`src/rtl/clk_divider_bank_if.sv`:
```
// Configuration write bus for clk_divider_bank: a strobe-only write port
// with registered acknowledge/error responses.
interface clk_divider_bank_if #(
    parameter int CHW = 2,
    parameter int CW  = 32
) ();
    // Handshake: cfg_valid is a one-cycle write strobe with no ready. Every
    // strobe is consumed on the rising edge where it is high, and one write
    // per cycle is allowed. Exactly one of cfg_ack (target channel exists) or
    // cfg_err (target channel out of range) is high in the cycle after each
    // strobe.
    logic           cfg_valid;
    logic [CHW-1:0] cfg_ch;
    logic [CW-1:0]  cfg_div;
    logic           cfg_mode;
    logic           cfg_restart;
    logic           cfg_ack;
    logic           cfg_err;

    modport master (
        output cfg_valid, cfg_ch, cfg_div, cfg_mode, cfg_restart,
        input  cfg_ack, cfg_err
    );

    modport slave (
        input  cfg_valid, cfg_ch, cfg_div, cfg_mode, cfg_restart,
        output cfg_ack, cfg_err
    );
endinterface

```
`src/rtl/clk_divider_bank.sv`:
```
// Bank of NCH independent programmable clock dividers with shadowed
// divisor/mode registers applied at terminal count or immediately on restart.
module clk_divider_bank #(
    parameter int NCH         = 4,
    parameter int CW          = 32,
    parameter int DEFAULT_DIV = 50_000_000,
    parameter int CHW         = 2
) (
    input  logic                     clk,
    input  logic                     rst_n,
    input  logic [NCH-1:0]           en,
    clk_divider_bank_if.slave        cfg,
    output logic [NCH-1:0]           clk_out,
    output logic [NCH-1:0]           tick,
    output logic [NCH-1:0]           pending
);

    localparam logic [CW-1:0] RESET_DIV = CW'(DEFAULT_DIV);

    logic [CW-1:0]  cnt      [NCH];
    logic [CW-1:0]  div_act  [NCH];
    logic [CW-1:0]  div_sh   [NCH];
    logic [NCH-1:0] mode_act;
    logic [NCH-1:0] mode_sh;

    logic           ch_ok;
    logic [NCH-1:0] wr_hit;
    logic [NCH-1:0] term;

    // An out-of-range channel index simply matches no channel, so such a
    // write leaves every channel untouched and only raises cfg_err.
    always_comb begin
        ch_ok  = 32'(cfg.cfg_ch) < NCH;
        wr_hit = '0;
        term   = '0;
        for (int i = 0; i < NCH; i++) begin
            wr_hit[i] = cfg.cfg_valid && (cfg.cfg_ch == CHW'(i));
            term[i]   = en[i] && (cnt[i] == div_act[i]);
        end
    end

    always_ff @(posedge clk) begin
        if (!rst_n) begin
            cfg.cfg_ack <= 1'b0;
            cfg.cfg_err <= 1'b0;
        end else begin
            cfg.cfg_ack <= cfg.cfg_valid && ch_ok;
            cfg.cfg_err <= cfg.cfg_valid && !ch_ok;
        end
    end

    always_ff @(posedge clk) begin
        if (!rst_n) begin
            for (int i = 0; i < NCH; i++) begin
                cnt[i]     <= '0;
                div_act[i] <= RESET_DIV;
                div_sh[i]  <= RESET_DIV;
            end
            mode_act <= '0;
            mode_sh  <= '0;
            pending  <= '0;
            clk_out  <= '0;
            tick     <= '0;
        end else begin
            for (int i = 0; i < NCH; i++) begin
                if (wr_hit[i] && cfg.cfg_restart) begin
                    // Immediate apply wins over a coincident terminal count.
                    div_act[i]  <= cfg.cfg_div;
                    mode_act[i] <= cfg.cfg_mode;
                    cnt[i]      <= '0;
                    clk_out[i]  <= 1'b0;
                    tick[i]     <= 1'b0;
                    pending[i]  <= 1'b0;
                end else begin
                    if (term[i]) begin
                        cnt[i]     <= '0;
                        tick[i]    <= 1'b1;
                        clk_out[i] <= mode_act[i] ? 1'b1 : ~clk_out[i];
                        if (pending[i]) begin
                            div_act[i]  <= div_sh[i];
                            mode_act[i] <= mode_sh[i];
                            pending[i]  <= 1'b0;
                        end
                    end else if (en[i]) begin
                        // Wraps naturally at 2**CW-1 if cnt ever exceeds div_act.
                        cnt[i]  <= cnt[i] + CW'(1);
                        tick[i] <= 1'b0;
                        if (mode_act[i]) begin
                            clk_out[i] <= 1'b0;
                        end
                    end else begin
                        tick[i] <= 1'b0;
                    end

                    // Placed after the terminal-count load so a coincident
                    // deferred write lands in the shadow and stays pending.
                    if (wr_hit[i]) begin
                        div_sh[i]  <= cfg.cfg_div;
                        mode_sh[i] <= cfg.cfg_mode;
                        pending[i] <= 1'b1;
                    end
                end
            end
        end
    end

endmodule

```
`src/flat_wrapper.sv`:
```
// flat-port wrapper written by rule: the top's interface ports become plain ports
module clk_divider_bank_flat 
#(
    parameter int NCH         = 4,
    parameter int CW          = 32,
    parameter int DEFAULT_DIV = 50_000_000,
    parameter int CHW         = 2
)
  (clk, rst_n, en, clk_out, tick, pending, cfg_cfg_valid, cfg_cfg_ch, cfg_cfg_div, cfg_cfg_mode, cfg_cfg_restart, cfg_cfg_ack, cfg_cfg_err);
  clk_divider_bank_if #(.CHW(CHW), .CW(CW)) cfg_i ();
  input  logic clk;
  input  logic rst_n;
  input  logic [NCH-1:0] en;
  output logic [NCH-1:0] clk_out;
  output logic [NCH-1:0] tick;
  output logic [NCH-1:0] pending;
  input wire logic [$bits(cfg_i.cfg_valid)-1:0] cfg_cfg_valid;
  input wire logic [$bits(cfg_i.cfg_ch)-1:0] cfg_cfg_ch;
  input wire logic [$bits(cfg_i.cfg_div)-1:0] cfg_cfg_div;
  input wire logic [$bits(cfg_i.cfg_mode)-1:0] cfg_cfg_mode;
  input wire logic [$bits(cfg_i.cfg_restart)-1:0] cfg_cfg_restart;
  output wire logic [$bits(cfg_i.cfg_ack)-1:0] cfg_cfg_ack;
  output wire logic [$bits(cfg_i.cfg_err)-1:0] cfg_cfg_err;
  assign cfg_i.cfg_valid = cfg_cfg_valid;
  assign cfg_i.cfg_ch = cfg_cfg_ch;
  assign cfg_i.cfg_div = cfg_cfg_div;
  assign cfg_i.cfg_mode = cfg_cfg_mode;
  assign cfg_i.cfg_restart = cfg_cfg_restart;
  assign cfg_cfg_ack = cfg_i.cfg_ack;
  assign cfg_cfg_err = cfg_i.cfg_err;
  clk_divider_bank #(.NCH(NCH), .CW(CW), .DEFAULT_DIV(DEFAULT_DIV), .CHW(CHW)) u_core (.clk(clk), .rst_n(rst_n), .en(en), .cfg(cfg_i), .clk_out(clk_out), .tick(tick), .pending(pending));
endmodule
```
`config.mk`:
```
export PLATFORM = sky130hd
export DESIGN_NAME = clk_divider_bank_flat
export DESIGN_NICKNAME = d
export VERILOG_FILES = /design/src/rtl/clk_divider_bank_if.sv /design/src/rtl/clk_divider_bank.sv /design/src/flat_wrapper.sv
export SDC_FILE = /design/constraint.sdc
export NUM_CORES = 1
export LEC_CHECK = 0
export BUFFER_PORTS_ARGS = -buffer_cell sky130_fd_sc_hd__buf_2
export CAP_MARGIN = 20
export CORE_ASPECT_RATIO = 1.1
export CORE_MARGIN = 2
export CORE_UTILIZATION = 50
export DETAILED_ROUTE_END_ITERATION = 8
export GPL_ROUTABILITY_DRIVEN = 0
export PLACE_DENSITY = 0.66
export SYNTH_ARGS = -nofsm -noshare
export SYNTH_HDL_FRONTEND = slang
export SYNTH_SLANG_ARGS = --single-unit
```
`constraint.sdc`:
```
create_clock -name clk -period 5 [get_ports clk]
set_input_delay 1.25 -clock clk [delete_from_list [all_inputs] [get_ports clk]]
set_output_delay 1.25 -clock clk [all_outputs]
set_load 0.005 [all_outputs]
```
After elaboration in Yosys (flattened, before gate mapping)
Memory sizes are Yosys's and may differ from the RTL's.
Index checks and enable logic that the tools add are counted.
- bitwise gates (word level): 33
- multiplexer cells: 145
- equality and inequality tests: 7
- add/sub/neg operators: 4
- reduce and logical (&&, ||, !) cells: 49
- operators with widths (cell ; number):
    2-to-1 mux 32 bit ; 24
    adder 32 x 1 -> 32 bit, second input constant ; 4
    == test 32 bit ; 4
    2-to-1 mux 1 bit ; 121
    nonzero test 2 bit ; 20
    OR 1 bit ; 24
    AND reduction 2 bit ; 12
    logical AND 1 bit ; 12
    inverter 1 bit ; 9
    OR reduction 2 bit ; 4
    == test 2 bit, second input constant ; 2
    == test 2 x 1 -> 1 bit, second input constant ; 1
    logical NOT 2 bit ; 1
- memories: 3
- input port bits: 43
- word-level logic and storage cells: 259
- flip-flop bits (word level): 21
- bits in writable memories: 384
- output and inout port bits: 14
- memory list (memory ; depth ; width ; read ports ; clocked after memory_dff ; write ports ; RTL line ; source):
    u_core.cnt ; 4 ; 32 ; 4 ; 0 ; 4 ; clk_divider_bank.sv:20 ; logic [CW-1:0] cnt [NCH];
    u_core.div_act ; 4 ; 32 ; 4 ; 0 ; 4 ; clk_divider_bank.sv:21 ; logic [CW-1:0] div_act [NCH];
    u_core.div_sh ; 4 ; 32 ; 4 ; 0 ; 4 ; clk_divider_bank.sv:22 ; logic [CW-1:0] div_sh [NCH];

Depth between registers and ports, before layout
Gate-level depths: netlist of the first run.
- word-level depth: 9
- mapped depth: 8
- depth with buffers taken out: 7

Worst setup path before layout of the first run
OpenSTA, ideal clock, no wires.
- path type: input-to-reg
- from: input cfg_cfg_ch[1]
- to: memory u_core.div_sh[3][0] (enable)
- cell stages on the path: 3
- setup slack: 469 ps
- data arrival time: 4064 ps
- library setup time: 468 ps
- data required time: 4532 ps
- buffers on the path: 1
- cell sequence: clkbuf_1 -> nand3_1 -> o21ai_0
- RTL lines (item ; RTL line ; source):
    start: declaration ; flat_wrapper.sv:18 ; input wire logic [$bits(cfg_i.cfg_ch)-1:0] cfg_cfg_ch;
    end: declaration ; clk_divider_bank.sv:22 ;

==> run_summary.xml, run 1 <==
<?xml version="1.0" encoding="UTF-8"?>
<metrics>
  <group name="die">
    <metric name="die-area" unit="um^2">41400</metric>
    <metric name="initial_core_util" unit="">0.507</metric>
    <metric name="boundaryPins" unit="">57</metric>
    <metric name="placementRows" unit="">76</metric>
    <metric name="fp.dieH" unit="um">213</metric>
    <metric name="core_region_area" unit="um^2">39200</metric>
    <metric name="die_width" unit="um">194</metric>
  </group>
  <group name="clock_tree">
    <metric name="htree_levels" unit="">2</metric>
    <metric name="cts_tree" unit="">yes</metric>
    <metric name="clk_transition_reported_paths" unit="ns">0.06</metric>
    <metric name="clock_sink_count" unit="">405</metric>
    <metric name="clk_root_buffer_cell" unit="">sky130_fd_sc_hd__clkbuf_16</metric>
    <metric name="numCtsBuffers" unit="">44</metric>
    <metric name="clkLatencyLatePin" unit="ns">0.57</metric>
    <metric name="clock_tree.buffer_depth" unit="">3</metric>
    <metric name="post_cts.repair.setup_buffers" unit="">0</metric>
    <metric name="post_cts_resize_count" unit="">0</metric>
    <metric name="cts_hold_buffers" unit="">0</metric>
  </group>
  <group name="drt">
    <metric name="final_routed_wire_length_divided_by_cell_count" unit="um">20.6</metric>
    <metric name="drt_drc_violations_left" unit="">0</metric>
    <metric name="vias_per_cell" unit="">5.78</metric>
    <metric name="drt_pre_antenna_iters" unit="">5</metric>
    <metric name="detail_route.iter0.violations" unit="">1264</metric>
    <metric name="antenna_left" unit="">0</metric>
    <metric name="routed-via-count" unit="">13000</metric>
    <metric name="route.final.wire_length" unit="mm">46.6</metric>
  </group>
  <group name="logic_synthesis">
    <metric name="postSynth.asyncResetShare" unit="">0</metric>
    <metric name="synth.ff_latch_count" unit="">405</metric>
    <metric name="synthFlopType" unit="">sky130_fd_sc_hd__edfxtp_1</metric>
    <metric name="synth.cells.most_frequent" unit="">sky130_fd_sc_hd__edfxtp_1 (384), sky130_fd_sc_hd__nor2_1 (211), sky130_fd_sc_hd__xnor2_1 (186)</metric>
    <metric name="synth.avg_cell_area" unit="um^2">11.9</metric>
    <metric name="yosysMostFrequentCell" unit="">sky130_fd_sc_hd__edfxtp_1</metric>
    <metric name="synth.largest_area_cell" unit="">sky130_fd_sc_hd__edfxtp_1</metric>
    <metric name="yosysUniqueCellTypes" unit="">46</metric>
    <metric name="netlist_top_cells_area" unit="">sky130_fd_sc_hd__edfxtp_1 (58%), sky130_fd_sc_hd__xnor2_1 (8.2%), sky130_fd_sc_hd__nor2_1 (4.0%)</metric>
    <metric name="net_count_after_synthesis" unit="">1713</metric>
    <metric name="synth_top_area_frac" unit="">0.580</metric>
    <metric name="number_of_enable_flip_flop_cells_after_synthesis" unit="">384</metric>
    <metric name="syn-cell-area" unit="um^2">19900</metric>
    <metric name="yosys_warnings" unit="">0</metric>
    <metric name="post_synth_inst_count" unit="">1666</metric>
    <metric name="ys_seq_area_frac" unit="">0.602</metric>
  </group>
  <group name="timing">
    <metric name="timing.slew.headroom" unit="">0.360</metric>
    <metric name="period_share" unit="">0.636</metric>
    <metric name="setup_repair_after_global_routing_missed_its_margin" unit="">no</metric>
    <metric name="layout_min_cycle_time" unit="ns">3.18</metric>
    <metric name="setup_total_negative_slack" unit="ns">0</metric>
    <metric name="finalHoldWorstSlack" unit="ns">0.470</metric>
    <metric name="worst_slew_pin_slew" unit="ns">0.957</metric>
    <metric name="timing.clock.skew" unit="ns">0.0191</metric>
    <metric name="min_setup_slack_post_route" unit="ns">1.82</metric>
    <metric name="achievable-frequency" unit="MHz">314</metric>
    <metric name="timing.final.max_slew_violations" unit="">0</metric>
    <metric name="final_hold_viol_count" unit="">0</metric>
    <metric name="setup_violations" unit="">0</metric>
  </group>
  <group name="pwr">
    <metric name="seq_power_share" unit="">0.534</metric>
    <metric name="p_comb_frac" unit="">0.070</metric>
    <metric name="internal_power" unit="mW">5.86</metric>
    <metric name="total_power" unit="mW">7.72</metric>
    <metric name="power.switching_fraction" unit="">0.240</metric>
    <metric name="pwr_density_cell" unit="nW/um^2">351</metric>
    <metric name="power.clock.fraction" unit="">0.396</metric>
    <metric name="switching_power" unit="mW">1.85</metric>
    <metric name="ir_drop" unit="V">0.000279</metric>
    <metric name="cellLeakagePower" unit="nW">7.12</metric>
  </group>
  <group name="layout">
    <metric name="fraction_of_layout_instances_using_a_drive_strength_above_1" unit="">0.101</metric>
    <metric name="nets" unit="">1760</metric>
    <metric name="finalInstanceArea" unit="um^2">22000</metric>
    <metric name="fillerInstances" unit="">3285</metric>
    <metric name="final_core_utilization" unit="">0.561</metric>
    <metric name="flow.area_growth_from_synthesis" unit="%">10.7</metric>
    <metric name="finish.cell_count_without_fillers" unit="">2257</metric>
  </group>
  <group name="place">
    <metric name="dp_worst_setup_slack" unit="ns">1.29</metric>
    <metric name="dp.cells" unit="">2172</metric>
    <metric name="hpwl" unit="mm">31.2</metric>
    <metric name="place_area" unit="um^2">20600</metric>
    <metric name="place.port_buffers" unit="">55</metric>
  </group>
  <group name="critical_path">
    <metric name="setup.reg_to_reg.worst_slack" unit="ns">1.94</metric>
    <metric name="critical-path-max-stage-delay" unit="ns">0.67</metric>
    <metric name="cp.depth" unit="">7</metric>
    <metric name="cp_slowest_cell" unit="">sky130_fd_sc_hd__nand3_1</metric>
    <metric name="critical_path.top_delay_family" unit="">simple AND/OR/NAND/NOR gates</metric>
    <metric name="worst_reg2reg_endpoint" unit="">u_core.div_act[3][19]</metric>
    <metric name="path_class" unit="">in -&gt; reg</metric>
    <metric name="critPathArrivalTime" unit="ns">3.50</metric>
    <metric name="endpoint" unit="">u_core.div_act[2][3]</metric>
    <metric name="crit_path_start_kind" unit="">primary input</metric>
    <metric name="critical_path.max_fanout" unit="">20</metric>
    <metric name="timing.critical_path.cells" unit="">buf_2 &gt; nor2b_1 &gt; nand3_1 &gt; and3_1 &gt; and3_1 &gt; a22oi_1 &gt; nor2b_1</metric>
    <metric name="required_time_at_the_endpoint_of_the_critical_path" unit="ns">5.31</metric>
    <metric name="worst_setup_path_startpoint" unit="">cfg_cfg_valid</metric>
    <metric name="r2r-start" unit="">u_core.cnt[3][21]</metric>
    <metric name="path_buf_inv" unit="">1</metric>
    <metric name="worstSetupEndpointType" unit="">flip-flop</metric>
    <metric name="r2r_cells" unit="">6</metric>
  </group>
  <group name="global_route">
    <metric name="grt_overflow" unit="">0</metric>
    <metric name="groute.usage.overall" unit="">0.226</metric>
    <metric name="grt_pass1_wl" unit="mm">71.5</metric>
    <metric name="grt_antenna_before_repair" unit="">3</metric>
    <metric name="grt_max_degree" unit="">63</metric>
    <metric name="number_of_global_route_vias_before_repair" unit="">12200</metric>
  </group>
  <group name="hold_path">
    <metric name="hold_path_class" unit="">reg -&gt; reg</metric>
    <metric name="start_point_of_the_worst_min_delay_path" unit="">u_core.mode_sh[3]</metric>
  </group>
  <group name="job">
    <metric name="maxCapViolations" unit="">0</metric>
  </group>
  <group name="outcome">
    <metric name="status" unit="">complete, no violations</metric>
  </group>
</metrics>
-- flip-flops by register name (all words and copies together), names as in the netlist --
| signal | cells |
|---|---|
| u_core.mode_sh | 4 |
| u_core.mode_act | 4 |
| u_core.tick | 4 |
| u_core.cfg.cfg_ack | 1 |
| u_core.pending | 4 |
| u_core.cnt | 128 |
| u_core.clk_out | 4 |
| u_core.div_sh | 128 |
| u_core.div_act | 128 |
-- layout by cell type (no fill, tap or decap), types with 5 or more instances in the layout --
master | Yosys | final
sky130_fd_sc_hd__edfxtp_1 | 384 | 384
sky130_fd_sc_hd__nor2_1 | 211 | 211
sky130_fd_sc_hd__xnor2_1 | 186 | 186
sky130_fd_sc_hd__and2_1 | 84 | 84
sky130_fd_sc_hd__nand2_1 | 74 | 74
sky130_fd_sc_hd__nand4_1 | 73 | 73
sky130_fd_sc_hd__nor2b_1 | 64 | 64
sky130_fd_sc_hd__xor2_1 | 62 | 62
sky130_fd_sc_hd__nand3_1 | 56 | 56
sky130_fd_sc_hd__buf_2 | 14 | 55
sky130_fd_sc_hd__o21ai_0 | 51 | 49
sky130_fd_sc_hd__clkbuf_16 | 0 | 45
sky130_fd_sc_hd__a22oi_1 | 40 | 40
sky130_fd_sc_hd__nor3_1 | 41 | 39
sky130_fd_sc_hd__nand2b_1 | 28 | 28
sky130_fd_sc_hd__buf_4 | 16 | 26
sky130_fd_sc_hd__inv_1 | 25 | 25
sky130_fd_sc_hd__and3_1 | 25 | 25
sky130_fd_sc_hd__or3_1 | 24 | 24
sky130_fd_sc_hd__dfxtp_1 | 21 | 21
sky130_fd_sc_hd__a22o_1 | 20 | 20
sky130_fd_sc_hd__a32oi_1 | 20 | 20
sky130_fd_sc_hd__o22a_1 | 13 | 13
sky130_fd_sc_hd__nor3b_1 | 12 | 12
sky130_fd_sc_hd__a21oi_1 | 12 | 12
sky130_fd_sc_hd__clkinv_2 | 0 | 11
sky130_fd_sc_hd__clkbuf_1 | 47 | 11
sky130_fd_sc_hd__and4_1 | 10 | 10
sky130_fd_sc_hd__nor4_4 | 9 | 9
sky130_fd_sc_hd__nor4_1 | 8 | 8
sky130_fd_sc_hd__clkinv_1 | 0 | 7
sky130_fd_sc_hd__nand4_2 | 5 | 5
-- worst reg2reg max path, cell delays in order, from the launching register on --
cell and delay (ns):
sky130_fd_sc_hd__edfxtp_1 0.46, sky130_fd_sc_hd__xnor2_1 0.27, sky130_fd_sc_hd__nand4_1 0.12, sky130_fd_sc_hd__nor4_1 0.76, sky130_fd_sc_hd__and2_1 0.28, sky130_fd_sc_hd__nand4_1 0.51, sky130_fd_sc_hd__o22a_1 0.39
-- worst min path at each step --
| stage | end | slack [ns] | cells past startpoint |
|---|---|---|---|
| after global placement | u_core.mode_sh[1] | 0.45 | 2 |
| after CTS | u_core.mode_sh[2] | 0.47 | 2 |
| after detailed placement | u_core.mode_sh[2] | 0.46 | 2 |
| after floorplan | u_core.mode_sh[0] | 0.44 | 2 |
| after global routing | u_core.mode_sh[2] | 0.49 | 2 |
| final | u_core.mode_sh[3] | 0.47 | 2 |
-- kinds of logic after synthesis --
logic type	count (synthesis)	synth area share
other	1	0.000189
multiplexers	4	0.00202
AND/OR/NAND/NOR	736	0.203
flip-flops	405	0.602
buffers and inverters	106	0.0244
adder cells (fa/ha/maj)	4	0.00252
AO/OA/AOI/OAI	161	0.0560
XOR/XNOR	249	0.110
-- layer usage --
layer  routed length [um]  track usage
met1                20700        0.329
met2                21400        0.359
met3                 3600       0.0379
met4                  923       0.0502
met5                    0            0
-- layout make-up --
cell class                 count  area [um^2]  share of cell area
antenna                        3         7.51            0.000341
clock buffer                  57         1180              0.0537
sequential                   405        12000               0.544
tap                          507          634              0.0288
timing repair buffer          82          498              0.0226
clock inverter                23          145             0.00660
multi-input combinational   1155         7480               0.340
inverter                      25         93.8             0.00427
-- power groups by stage --
stage / sequential, mW / clock (mW) / combinational, mW
floorplan: 4.13 / 0 / 0.364
global placement: 4.18 / 0 / 0.524
detailed placement: 4.19 / 0 / 0.536
CTS: 4.12 / 3.11 / 0.540
global route: 4.14 / 3.24 / 0.591
finish: 4.12 / 3.05 / 0.542
Note: power is estimated with default switching activity, not from simulation.
==> run 2, diff against run 1 <==
--- a/config.mk
+++ b/config.mk
@@ -5,6 +5,7 @@
 export SDC_FILE = /design/constraint.sdc
 export NUM_CORES = 1
 export LEC_CHECK = 0
+export ABC_AREA = 1
 export BUFFER_PORTS_ARGS = -buffer_cell sky130_fd_sc_hd__buf_2
 export CAP_MARGIN = 20
 export CORE_ASPECT_RATIO = 1.1
@@ -12,7 +13,7 @@
 export CORE_UTILIZATION = 50
 export DETAILED_ROUTE_END_ITERATION = 8
 export GPL_ROUTABILITY_DRIVEN = 0
-export PLACE_DENSITY = 0.66
+export PLACE_DENSITY = 0.69
 export SYNTH_ARGS = -nofsm -noshare
 export SYNTH_HDL_FRONTEND = slang
 export SYNTH_SLANG_ARGS = --single-unit
==> constraint.sdc (replaced) <==
create_clock -name clk -period 2.6 [get_ports clk]
set_input_delay 0.65 -clock clk [delete_from_list [all_inputs] [get_ports clk]]
set_output_delay 0.65 -clock clk [all_outputs]
set_load 0.005 [all_outputs]
==> run_summary.xml, run 2 <==
<?xml version="1.0" encoding="UTF-8"?>
<metrics>
  <group name="critical_path">
    <metric name="required_time_at_the_endpoint_of_the_critical_path" unit="ns">2.91</metric>
    <metric name="critical_path.max_fanout" unit="">12</metric>
    <metric name="r2r_cells" unit="">12</metric>
    <metric name="path_class" unit="">reg -&gt; reg</metric>
    <metric name="crit_path_start_kind" unit="">flip-flop</metric>
    <metric name="r2r-start" unit="">u_core.cnt[0][21]</metric>
    <metric name="worst_setup_path_startpoint" unit="">u_core.cnt[0][21]</metric>
    <metric name="critPathArrivalTime" unit="ns">2.65</metric>
    <metric name="worst_reg2reg_endpoint" unit="">u_core.div_act[0][20]</metric>
    <metric name="setup.reg_to_reg.worst_slack" unit="ns">0.26</metric>
    <metric name="worstSetupEndpointType" unit="">flip-flop</metric>
  </group>
  <group name="clock_tree">
    <metric name="clk_transition_reported_paths" unit="ns">0.06</metric>
    <metric name="clk_root_buffer_cell" unit="">sky130_fd_sc_hd__clkbuf_16</metric>
    <metric name="clock_tree.buffer_depth" unit="">3</metric>
    <metric name="cts_hold_buffers" unit="">0</metric>
    <metric name="post_cts.repair.setup_buffers" unit="">0</metric>
    <metric name="clkLatencyLatePin" unit="ns">0.58</metric>
    <metric name="cts_tree" unit="">yes</metric>
    <metric name="clock_sink_count" unit="">405</metric>
    <metric name="htree_levels" unit="">2</metric>
    <metric name="numCtsBuffers" unit="">43</metric>
    <metric name="post_cts_resize_count" unit="">0</metric>
  </group>
  <group name="hold_path">
    <metric name="start_point_of_the_worst_min_delay_path" unit="">cfg_cfg_valid</metric>
    <metric name="hold_path_class" unit="">in -&gt; reg</metric>
    <metric name="worst_hold_path.num_cells" unit="">3</metric>
    <metric name="hold_path_end" unit="">u_core.cfg.cfg_ack</metric>
  </group>
  <group name="global_route">
    <metric name="grt_antenna_before_repair" unit="">0</metric>
    <metric name="grt_max_degree" unit="">53</metric>
    <metric name="number_of_global_route_vias_before_repair" unit="">16300</metric>
    <metric name="grt_pass1_wl" unit="mm">87.1</metric>
    <metric name="groute.usage.overall" unit="">0.245</metric>
    <metric name="grt_overflow" unit="">0</metric>
  </group>
  <group name="timing">
    <metric name="period_share" unit="">0.900</metric>
    <metric name="final_hold_viol_count" unit="">0</metric>
    <metric name="layout_min_cycle_time" unit="ns">2.34</metric>
    <metric name="finalHoldWorstSlack" unit="ns">0.288</metric>
    <metric name="setup_repair_after_global_routing_missed_its_margin" unit="">no</metric>
    <metric name="achievable-frequency" unit="MHz">427</metric>
    <metric name="timing.final.max_slew_violations" unit="">0</metric>
    <metric name="timing.clock.skew" unit="ns">0.0123</metric>
    <metric name="setup_violations" unit="">0</metric>
    <metric name="worst_slew_pin_slew" unit="ns">0.746</metric>
    <metric name="setup_total_negative_slack" unit="ns">0</metric>
    <metric name="timing.slew.headroom" unit="">0.502</metric>
  </group>
  <group name="drt">
    <metric name="drt_drc_violations_left" unit="">0</metric>
    <metric name="drt_pre_antenna_iters" unit="">5</metric>
    <metric name="final_routed_wire_length_divided_by_cell_count" unit="um">16.9</metric>
    <metric name="detail_route.iter0.violations" unit="">1292</metric>
    <metric name="vias_per_cell" unit="">5.22</metric>
    <metric name="antenna_left" unit="">0</metric>
    <metric name="routed-via-count" unit="">17000</metric>
    <metric name="route.final.wire_length" unit="mm">55.2</metric>
  </group>
  <group name="logic_synthesis">
    <metric name="yosysUniqueCellTypes" unit="">49</metric>
    <metric name="synth.largest_area_cell" unit="">sky130_fd_sc_hd__edfxtp_1</metric>
    <metric name="synthFlopType" unit="">sky130_fd_sc_hd__edfxtp_1</metric>
    <metric name="yosysMostFrequentCell" unit="">sky130_fd_sc_hd__nand2_1</metric>
    <metric name="synth-simple-area-share" unit="">0.289</metric>
    <metric name="net_count_after_synthesis" unit="">2613</metric>
    <metric name="multiplexer_share_of_the_synthesized_area" unit="">0</metric>
    <metric name="syn-cell-area" unit="um^2">22100</metric>
    <metric name="yosys.area_share.adder" unit="">0.00227</metric>
    <metric name="synth.avg_cell_area" unit="um^2">8.60</metric>
    <metric name="post_synth_inst_count" unit="">2566</metric>
    <metric name="synthXorXnorAreaFrac" unit="">0.0587</metric>
    <metric name="postSynth.asyncResetShare" unit="">0</metric>
    <metric name="synth_top_area_frac" unit="">0.522</metric>
    <metric name="synth.cells.most_frequent" unit="">sky130_fd_sc_hd__nand2_1 (693), sky130_fd_sc_hd__nor2_1 (491), sky130_fd_sc_hd__edfxtp_1 (384)</metric>
    <metric name="number_of_enable_flip_flop_cells_after_synthesis" unit="">384</metric>
    <metric name="synth.ff_latch_count" unit="">405</metric>
    <metric name="synth_compound_gate_area_share" unit="">0.0330</metric>
    <metric name="ys_seq_area_frac" unit="">0.541</metric>
    <metric name="netlist_top_cells_area" unit="">sky130_fd_sc_hd__edfxtp_1 (52%), sky130_fd_sc_hd__nand2_1 (12%), sky130_fd_sc_hd__nor2_1 (8.3%)</metric>
    <metric name="synth_top_family_by_area" unit="">simple AND/OR/NAND/NOR gates</metric>
    <metric name="yosys_warnings" unit="">0</metric>
  </group>
  <group name="layout">
    <metric name="final_common_cell" unit="">sky130_fd_sc_hd__nand2_1</metric>
    <metric name="reg.largest.list" unit="">u_core.cnt (128), u_core.div_act (128), u_core.div_sh (128)</metric>
    <metric name="fillerInstances" unit="">3801</metric>
    <metric name="multi_input_comb_area" unit="um^2">8470</metric>
    <metric name="nets" unit="">2704</metric>
    <metric name="flow.area_growth_from_synthesis" unit="%">12.7</metric>
    <metric name="ant_diodes" unit="">0</metric>
    <metric name="fraction_of_layout_instances_using_a_drive_strength_above_1" unit="">0.110</metric>
    <metric name="mostFrequentLayoutCells" unit="">sky130_fd_sc_hd__nand2_1 (692), sky130_fd_sc_hd__nor2_1 (491), sky130_fd_sc_hd__edfxtp_1 (384)</metric>
    <metric name="seqCellArea" unit="um^2">12000</metric>
  </group>
  <group name="pwr">
    <metric name="pwr_density_cell" unit="nW/um^2">626</metric>
    <metric name="cellLeakagePower" unit="nW">10.1</metric>
    <metric name="ir_drop" unit="V">0.000484</metric>
  </group>
  <group name="die">
    <metric name="placementRows" unit="">80</metric>
    <metric name="initial_core_util" unit="">0.508</metric>
    <metric name="die-area" unit="um^2">45800</metric>
    <metric name="core_region_area" unit="um^2">43400</metric>
    <metric name="die_width" unit="um">204</metric>
    <metric name="boundaryPins" unit="">57</metric>
    <metric name="fp.dieH" unit="um">224</metric>
  </group>
  <group name="place">
    <metric name="hpwl" unit="mm">39.8</metric>
    <metric name="place.port_buffers" unit="">55</metric>
  </group>
  <group name="outcome">
    <metric name="status" unit="">complete, no violations</metric>
  </group>
  <group name="job">
    <metric name="maxCapViolations" unit="">0</metric>
  </group>
</metrics>
[run 2: changes by cell type after synthesis, moves of 26 or more]
cell                       delta
sky130_fd_sc_hd__inv_1      +264
sky130_fd_sc_hd__nand2b_1    -28
sky130_fd_sc_hd__nor2_1     +280
sky130_fd_sc_hd__a22oi_1     -40
sky130_fd_sc_hd__xnor2_1     -99
sky130_fd_sc_hd__a21oi_1     +41
sky130_fd_sc_hd__clkbuf_1    -26
sky130_fd_sc_hd__and2_1      -80
sky130_fd_sc_hd__nand3_1     +33
sky130_fd_sc_hd__nand2_1    +619
sky130_fd_sc_hd__nand4_1     -42
sky130_fd_sc_hd__nor2b_1     -64
[run 2: final cells by class]
class                      count  share of cell area
clock buffer                  64              0.0509
tap                          574              0.0289
inverter                     315              0.0475
clock inverter                15             0.00925
multi-input combinational   1768               0.341
sequential                   405               0.480
timing repair buffer         124              0.0424
[run 2: worst max path at each step]
stage,to,cells past startpoint,slack [ns]
floorplan,u_core.cnt[1][0],7,0.01
finish,u_core.div_act[0][20],12,0.26
global route,u_core.div_act[0][20],12,0.03
global placement,u_core.cnt[3][2],9,0.16
CTS,u_core.div_act[1][5],12,0.21
detailed placement,u_core.cnt[3][2],9,0.05
[run 2: metal layers]
| layer | vias up | global-route usage | routed length (um) |
|---|---|---|---|
| met3 | 130 | 0.0484 | 4590 |
| li1 | 8416 | - | - |
| met4 | 0 | 0.0928 | 2110 |
| met1 | 7877 | 0.339 | 23900 |
| met5 | - | 0 | 0 |
| met2 | 623 | 0.383 | 24600 |
[run 2: logic make-up (layout without fill, tap and decap cells)]
group	count (synthesis)	count (layout)
buffers and inverters	394	518
xor gates and xnor gates	148	148
and+or+nand+nor	1479	1480
AOI/OAI and AO/OA	135	135
DFF	405	405
other	1	1
adders and majority gates	4	4
[run 2: report_power, final]
part | switching [mW] | internal (mW)
clock network | 2.58 | 3.97
logic | 0.801 | 0.420
registers | 0.304 | 7.50
total | 3.68 | 11.9
[run 2: critical path, stage by stage, from the launching register on]
cell,delay [ns]
sky130_fd_sc_hd__edfxtp_1,0.47
sky130_fd_sc_hd__inv_1,0.14
sky130_fd_sc_hd__nand2_1,0.07
sky130_fd_sc_hd__nand2_1,0.12
sky130_fd_sc_hd__nand2_1,0.06
sky130_fd_sc_hd__nor2_1,0.10
sky130_fd_sc_hd__nand2_1,0.06
sky130_fd_sc_hd__nor2_1,0.13
sky130_fd_sc_hd__nand3_2,0.16
sky130_fd_sc_hd__nand2_2,0.11
sky130_fd_sc_hd__nand3_1,0.34
sky130_fd_sc_hd__nor2_1,0.19
sky130_fd_sc_hd__o21ai_1,0.11
[run 2: through the flow]
step	util	power, mW	instance area, um^2	setup slack (ns)	std cells
floorplan	-	8.63	22100	0.0102	2566
global placement	0.538	9.11	23400	0.157	3185
detailed placement	0.538	9.14	23400	0.0508	3185
CTS	0.572	15.7	24900	0.207	3264
global route	0.573	16.1	24900	0.0316	3265
finish	0.573	15.6	24900	0.261	3265
